==> config.mk <==
export PLATFORM = sky130hd
export DESIGN_NAME = multdiv_iter
export DESIGN_NICKNAME = d
export VERILOG_FILES = /design/src/rtl/multdiv_iter_pkg.sv /design/src/rtl/multdiv_iter_core.sv /design/src/rtl/multdiv_iter.sv
export SDC_FILE = /design/constraint.sdc
export NUM_CORES = 1
export LEC_CHECK = 0
export BUFFER_PORTS_ARGS = -buffer_cell sky130_fd_sc_hd__clkbuf_2
export CORE_AREA = 2 2 229 163
export DETAILED_ROUTE_END_ITERATION = 8
export DIE_AREA = 0 0 231 165
export PLACE_DENSITY = 0.58
export REMOVE_ABC_BUFFERS = 1
export SYNTH_ARGS = -nofsm -noshare
export SYNTH_HDL_FRONTEND = slang
export SYNTH_SLANG_ARGS = --single-unit
==> constraint.sdc <==
create_clock -name clock -period 10.95 [get_ports clock]
set_clock_uncertainty 0.05 [all_clocks]
set_input_delay 2.19 -clock clock [delete_from_list [all_inputs] [get_ports clock]]
set_output_delay 2.19 -clock clock [all_outputs]
set_load 0.02 [all_outputs]
==> src/rtl/multdiv_iter_pkg.sv <==
// Shared encodings for the iterative multiply/divide unit.
package multdiv_iter_pkg;

  typedef enum logic [1:0] {
    S_IDLE = 2'd0,
    S_RUN  = 2'd1,
    S_FIX  = 2'd2
  } state_t;

  typedef enum logic {
    OP_MUL = 1'b0,
    OP_DIV = 1'b1
  } op_t;

endpackage

==> src/rtl/multdiv_iter_core.sv <==
// Unsigned radix-2 datapath: shift-add multiply or restoring divide, one step per enable.
// After WIDTH steps {hi,lo} is the product, or hi=remainder / lo=quotient.
module multdiv_iter_core #(
  parameter int WIDTH = 32
) (
  input  logic             clock,
  input  logic             load,
  input  logic             step,
  input  logic             op_div,
  input  logic [WIDTH-1:0] a_mag,
  input  logic [WIDTH-1:0] b_mag,
  output logic [WIDTH-1:0] hi,
  output logic [WIDTH-1:0] lo
);

  // acc carries one extra bit: the multiply carry-out and the divide shift-in overflow
  logic [WIDTH:0]   acc;
  logic [WIDTH-1:0] q;
  logic [WIDTH-1:0] m;
  logic [WIDTH:0]   add_sum;
  logic [WIDTH:0]   sh;
  logic [WIDTH+1:0] diff;

  always_comb begin
    add_sum = acc + (q[0] ? {1'b0, m} : '0);
    sh      = {acc[WIDTH-1:0], q[WIDTH-1]};
    diff    = {1'b0, sh} - {2'b00, m};
  end

  always_ff @(posedge clock) begin
    if (load) begin
      acc <= '0;
      q   <= a_mag;
      m   <= b_mag;
    end else if (step) begin
      if (op_div) begin
        if (!diff[WIDTH+1]) begin
          acc <= diff[WIDTH:0];
          q   <= {q[WIDTH-2:0], 1'b1};
        end else begin
          acc <= sh;
          q   <= {q[WIDTH-2:0], 1'b0};
        end
      end else begin
        acc <= {1'b0, add_sum[WIDTH:1]};
        q   <= {add_sum[0], q[WIDTH-1:1]};
      end
    end
  end

  assign hi = acc[WIDTH-1:0];
  assign lo = q;

endmodule

==> src/rtl/multdiv_iter.sv <==
// Iterative signed/unsigned multiply/divide: FSM, sign handling and exceptions
// wrapped around the unsigned shift datapath.
module multdiv_iter
  import multdiv_iter_pkg::*;
#(
  parameter int WIDTH = 32
) (
  input  logic             clock,
  input  logic             reset,
  input  logic [WIDTH-1:0] data_operandA,
  input  logic [WIDTH-1:0] data_operandB,
  input  logic             ctrl_MULT,
  input  logic             ctrl_DIV,
  input  logic             ctrl_signed,
  output logic [WIDTH-1:0] data_result,
  output logic [WIDTH-1:0] data_result_hi,
  output logic             data_exception,
  output logic             data_resultRDY,
  output logic             busy
);

  localparam int CNT_W = $clog2(WIDTH + 1);
  localparam logic [WIDTH-1:0] MIN_VAL = {1'b1, {(WIDTH-1){1'b0}}};

  state_t           state;
  op_t              op;
  logic [CNT_W-1:0] cnt;
  logic             sgn_mode, neg_lo, neg_hi, div_zero, div_ovf;

  logic             start, step, a_neg, b_neg;
  logic [WIDTH-1:0] a_mag, b_mag, core_hi, core_lo;
  logic [2*WIDTH-1:0] prod, prod_fix;
  logic [WIDTH-1:0] quo_fix, rem_fix;
  logic             mul_exc;

  assign start = ctrl_MULT | ctrl_DIV;
  assign step  = (state == S_RUN) & ~start;
  assign a_neg = ctrl_signed & data_operandA[WIDTH-1];
  assign b_neg = ctrl_signed & data_operandB[WIDTH-1];
  assign a_mag = a_neg ? -data_operandA : data_operandA;
  assign b_mag = b_neg ? -data_operandB : data_operandB;

  multdiv_iter_core #(.WIDTH(WIDTH)) u_core (
    .clock  (clock),
    .load   (start),
    .step   (step),
    .op_div (op == OP_DIV),
    .a_mag  (a_mag),
    .b_mag  (b_mag),
    .hi     (core_hi),
    .lo     (core_lo)
  );

  // Sign correction on the magnitude result; neg_lo is product/quotient sign,
  // neg_hi is the remainder sign (follows the dividend).
  always_comb begin
    prod     = {core_hi, core_lo};
    prod_fix = neg_lo ? -prod : prod;
    mul_exc  = sgn_mode ? (prod_fix[2*WIDTH-1:WIDTH] != {WIDTH{prod_fix[WIDTH-1]}})
                        : (prod_fix[2*WIDTH-1:WIDTH] != '0);
    quo_fix  = neg_lo ? -core_lo : core_lo;
    rem_fix  = neg_hi ? -core_hi : core_hi;
  end

  always_ff @(posedge clock) begin
    if (reset) begin
      state          <= S_IDLE;
      op             <= OP_MUL;
      cnt            <= '0;
      sgn_mode       <= 1'b0;
      neg_lo         <= 1'b0;
      neg_hi         <= 1'b0;
      div_zero       <= 1'b0;
      div_ovf        <= 1'b0;
      data_result    <= '0;
      data_result_hi <= '0;
      data_exception <= 1'b0;
      data_resultRDY <= 1'b0;
      busy           <= 1'b0;
    end else begin
      data_resultRDY <= 1'b0;
      if (start) begin
        // a new start always wins, abandoning any op in flight
        state    <= S_RUN;
        op       <= ctrl_MULT ? OP_MUL : OP_DIV;
        cnt      <= '0;
        sgn_mode <= ctrl_signed;
        neg_lo   <= a_neg ^ b_neg;
        neg_hi   <= a_neg;
        div_zero <= (data_operandB == '0);
        div_ovf  <= ctrl_signed & (data_operandA == MIN_VAL) & (data_operandB == '1);
        busy     <= 1'b1;
      end else begin
        case (state)
          S_RUN: begin
            cnt <= cnt + 1'b1;
            if (cnt == CNT_W'(WIDTH - 1)) state <= S_FIX;
          end
          S_FIX: begin
            state          <= S_IDLE;
            busy           <= 1'b0;
            data_resultRDY <= 1'b1;
            if (op == OP_MUL) begin
              data_result    <= prod_fix[WIDTH-1:0];
              data_result_hi <= prod_fix[2*WIDTH-1:WIDTH];
              data_exception <= mul_exc;
            end else if (div_zero) begin
              data_result    <= '0;
              data_result_hi <= '0;
              data_exception <= 1'b1;
            end else if (div_ovf) begin
              data_result    <= MIN_VAL;
              data_result_hi <= '0;
              data_exception <= 1'b1;
            end else begin
              data_result    <= quo_fix;
              data_result_hi <= rem_fix;
              data_exception <= 1'b0;
            end
          end
          default: state <= S_IDLE;
        endcase
      end
    end
  end

endmodule

==> flow_summary.toml <==
[status]
status = "completed"

[routing]
wl_um = 45900
vias = 13620
vias_per_cell = 5.749
drt_iter0_drc = 1472
drc_errors = 0
wl_per_cell_um = 19.37
ant_nets = 0
dr.pass1.iters = 7

[synth]
synth.most_common_cell = "nor2_1"
synth_edf_count = 64
yosysSeqAreaShare = 0.2952
yosys-top-cells-count = "200 x nor2_1, 178 x o21ai_0, 166 x nand2_1"
synth_compound_area_frac = 0.2269
ys_async_sr_fraction = 0
yosys.area.top_type = "dfxtp_1"
avgSynthCellArea_um2 = 7.894
yosys-mux-area-fraction = 0.03277
yosys_register_bits = 178
synth_top_family_by_area = "compound AO/OA/AOI/OAI gates"
syn_area_mm2 = 0.01424
ys_types = 72
synth_area_leaders = "dfxtp_1 16%, edfxtp_1 13%, xor2_1 8.5%"
synth_ff_type = "dfxtp_1"
synth_top_area_share = 0.1603
synth_warnings = 0
synthAdderAreaFrac = 0.06432
yosys.area_share.simple = 0.2107
synth_xor_area_frac = 0.1267
netlist_instances = 1804

[place]
place.gp.congestion = 0.9530
placed_cells = 2338
port_buffers = 135
dp.final_hpwl_um = 34900
placed_area_mm2 = 0.01528
place_ws_ps = 5727

[timing]
period_minus_slack_ps = 4803
fmax_mhz = 208.2
tightestPinTransition_ps = 1208
tns_ps = 0
finalCritPeriodShare = 0.4386
slew_headroom = 0.1938
setup_viol = 0
rsz0062_at_grt = "false"
setup_slack_ps = 6147
maxSlewViolCount = 0
hold_viol = 0

[layout]
fin_area_mm2 = 0.01588
n_antenna_cell = 0
fillCellCount = 3607
stdcell_count = 2370
syn_to_final_growth_pct = 11.55
nNetsFinal = 2018
drive_gt1_frac = 0.1180

[hold_path]
worstHoldStart = "data_result[24]"
hold_path.class = "flip-flop to flip-flop"

[clocking]
cts_setup_buffers = 0
clockRootBuffer = "clkbuf_16"
cts_made_buffers = 17
cts_hold_buf = 0
clk_latency_ps = 460
clk_pin_slew_ps = 70
htree_num_levels = 4
cts_tree = "yes"
ctsLongestPathBuffers = 2
cts-resized-gates = 0
cts_sinks = 178

[power_and_ir_drop]
netSwitchingFraction = 0.3406
power_frac_comb = 0.261
peakVddDrop_mv = 0.1135
switchingPower_uw = 656.7
p_seq_frac = 0.408
leakage_uw = 0.006417
p_per_area_mw_per_mm2 = 121.4
power.internal_uw = 1271
p_clk_frac = 0.331

[global_routing]
grt_pass1_wl_um = 71070
grt.total_usage = 0.2400
grt_pass1_vias = 12120
antenna_found_initial = 0
grt_max_degree = 82
grt-ovfl-total = 0

[floorplanning]
dieArea_mm2 = 0.03812
initial_core_util = 0.3988
rows = 58
core_mm2 = 0.03570
die_w_um = 231
ios = 136
die_y_um = 165

[critical_path]
worstPathArrival_ps = 4920
cp_max_fo = 4
required_ps = 11070
worstSetupPathType = "input pin to flip-flop"
rr_startpoint = "u_core.lo[5]"
start_kind = "input pin"
critical_path.endpoint_type = "flip-flop"
startpoint = "data_operandA[8]"

[run]
drv_cap = 0
-- path summary, 6_finish.rpt --
kind	to	slack (ps)	depth (start not counted)
min reg2reg	data_result[24]	400	2
min	data_result[24]	400	2
max reg2reg	data_exception	6320	10
max	u_core.lo[30]	6150	11
-- cells by family (layout without fill, tap and decap cells) --
logic type                 count (synthesis)  after routing
adders and majority gates                 72             72
AOI/OAI and AO/OA                        514            514
and+or+nand+nor                          626            626
DFF                                      178            178
buffers and inverters                    162            248
muxes                                     46             46
xor gates and xnor gates                 206            206
-- flip-flops by register name (all words and copies together) (netlist names), 2 cells and up --
| register | flops |
|---|---|
| data_result | 32 |
| cnt | 6 |
| u_core.m | 32 |
| state | 2 |
| u_core.acc | 33 |
| u_core.lo | 32 |
| data_result_hi | 32 |
-- critical path, stage by stage --
cell	delay (ps)
clkbuf_2	100
or3_1	440
nor4_1	350
nand3_1	240
nor2b_1	350
nand2_1	150
or4_1	470
o41ai_1	360
xnor2_1	100
nor2_1	100
a21oi_1	50
-- metrics by stage --
stage	hold slack, ps	utilization	total power [uW]
final	404.0	0.4449	1928
after global routing	426.5	0.4449	2028
after CTS	409.9	0.4449	1929
after detailed placement	392.9	0.4281	1290
after global placement	385.3	0.4281	1284
after floorplan	395.8	-	1129
-- final cells by class --
class                           count  area [um2]  share of cell area
Clock buffer                       20       456.7             0.02875
Inverter                           65       244.0             0.01536
Sequential cell                   178        4209              0.2650
Tap cell                          480       600.6             0.03781
Clock inverter                     12       142.6            0.008980
Timing Repair Buffer              151       795.8             0.05010
Multi-Input combinational cell   1464        9435              0.5940
-- metal layers --
| layer | track usage | share of wire |
|---|---|---|
| met1 | 0.3905 | 0.52 |
| met5 | 0 | 0 |
| met4 | 0.04956 | 0.011 |
| met3 | 0.05059 | 0.091 |
| met2 | 0.3107 | 0.38 |
-- power by group through the flow --
stage	clock, uW	combinational (uW)	sequential, uW
CTS	652	493	784
global placement	0	487	797
global route	680	555	792
detailed placement	0	490	799
floorplan	0	345	784
finish	639	503	786
-- layout by cell type (no fill, tap or decap), types with 9 or more instances in the layout --
cell type  count
xnor2_1       68
nand3_1       26
and2_1         9
o41ai_1       16
buf_4         16
o211ai_1       9
nand2b_1      22
a21o_1        23
clkbuf_2     135
o21a_1        13
o21ai_0      178
or3_1         29
ha_1          70
dfxtp_1      112
nand2_1      166
a211oi_1       9
nor2_1       198
edfxtp_1      64
or4_1         12
or2_2         12
nor2b_1       24
clkbuf_16     17
nand4_1       24
inv_1         64
nor4_1        23
o221ai_1      30
xor2_1       138
and3_1         9
a31oi_1       17
a21oi_1      121
o31ai_1       27
o21bai_1       9
mux2i_1       41
nor3_1        41
Power figures use the tool's default switching activity.
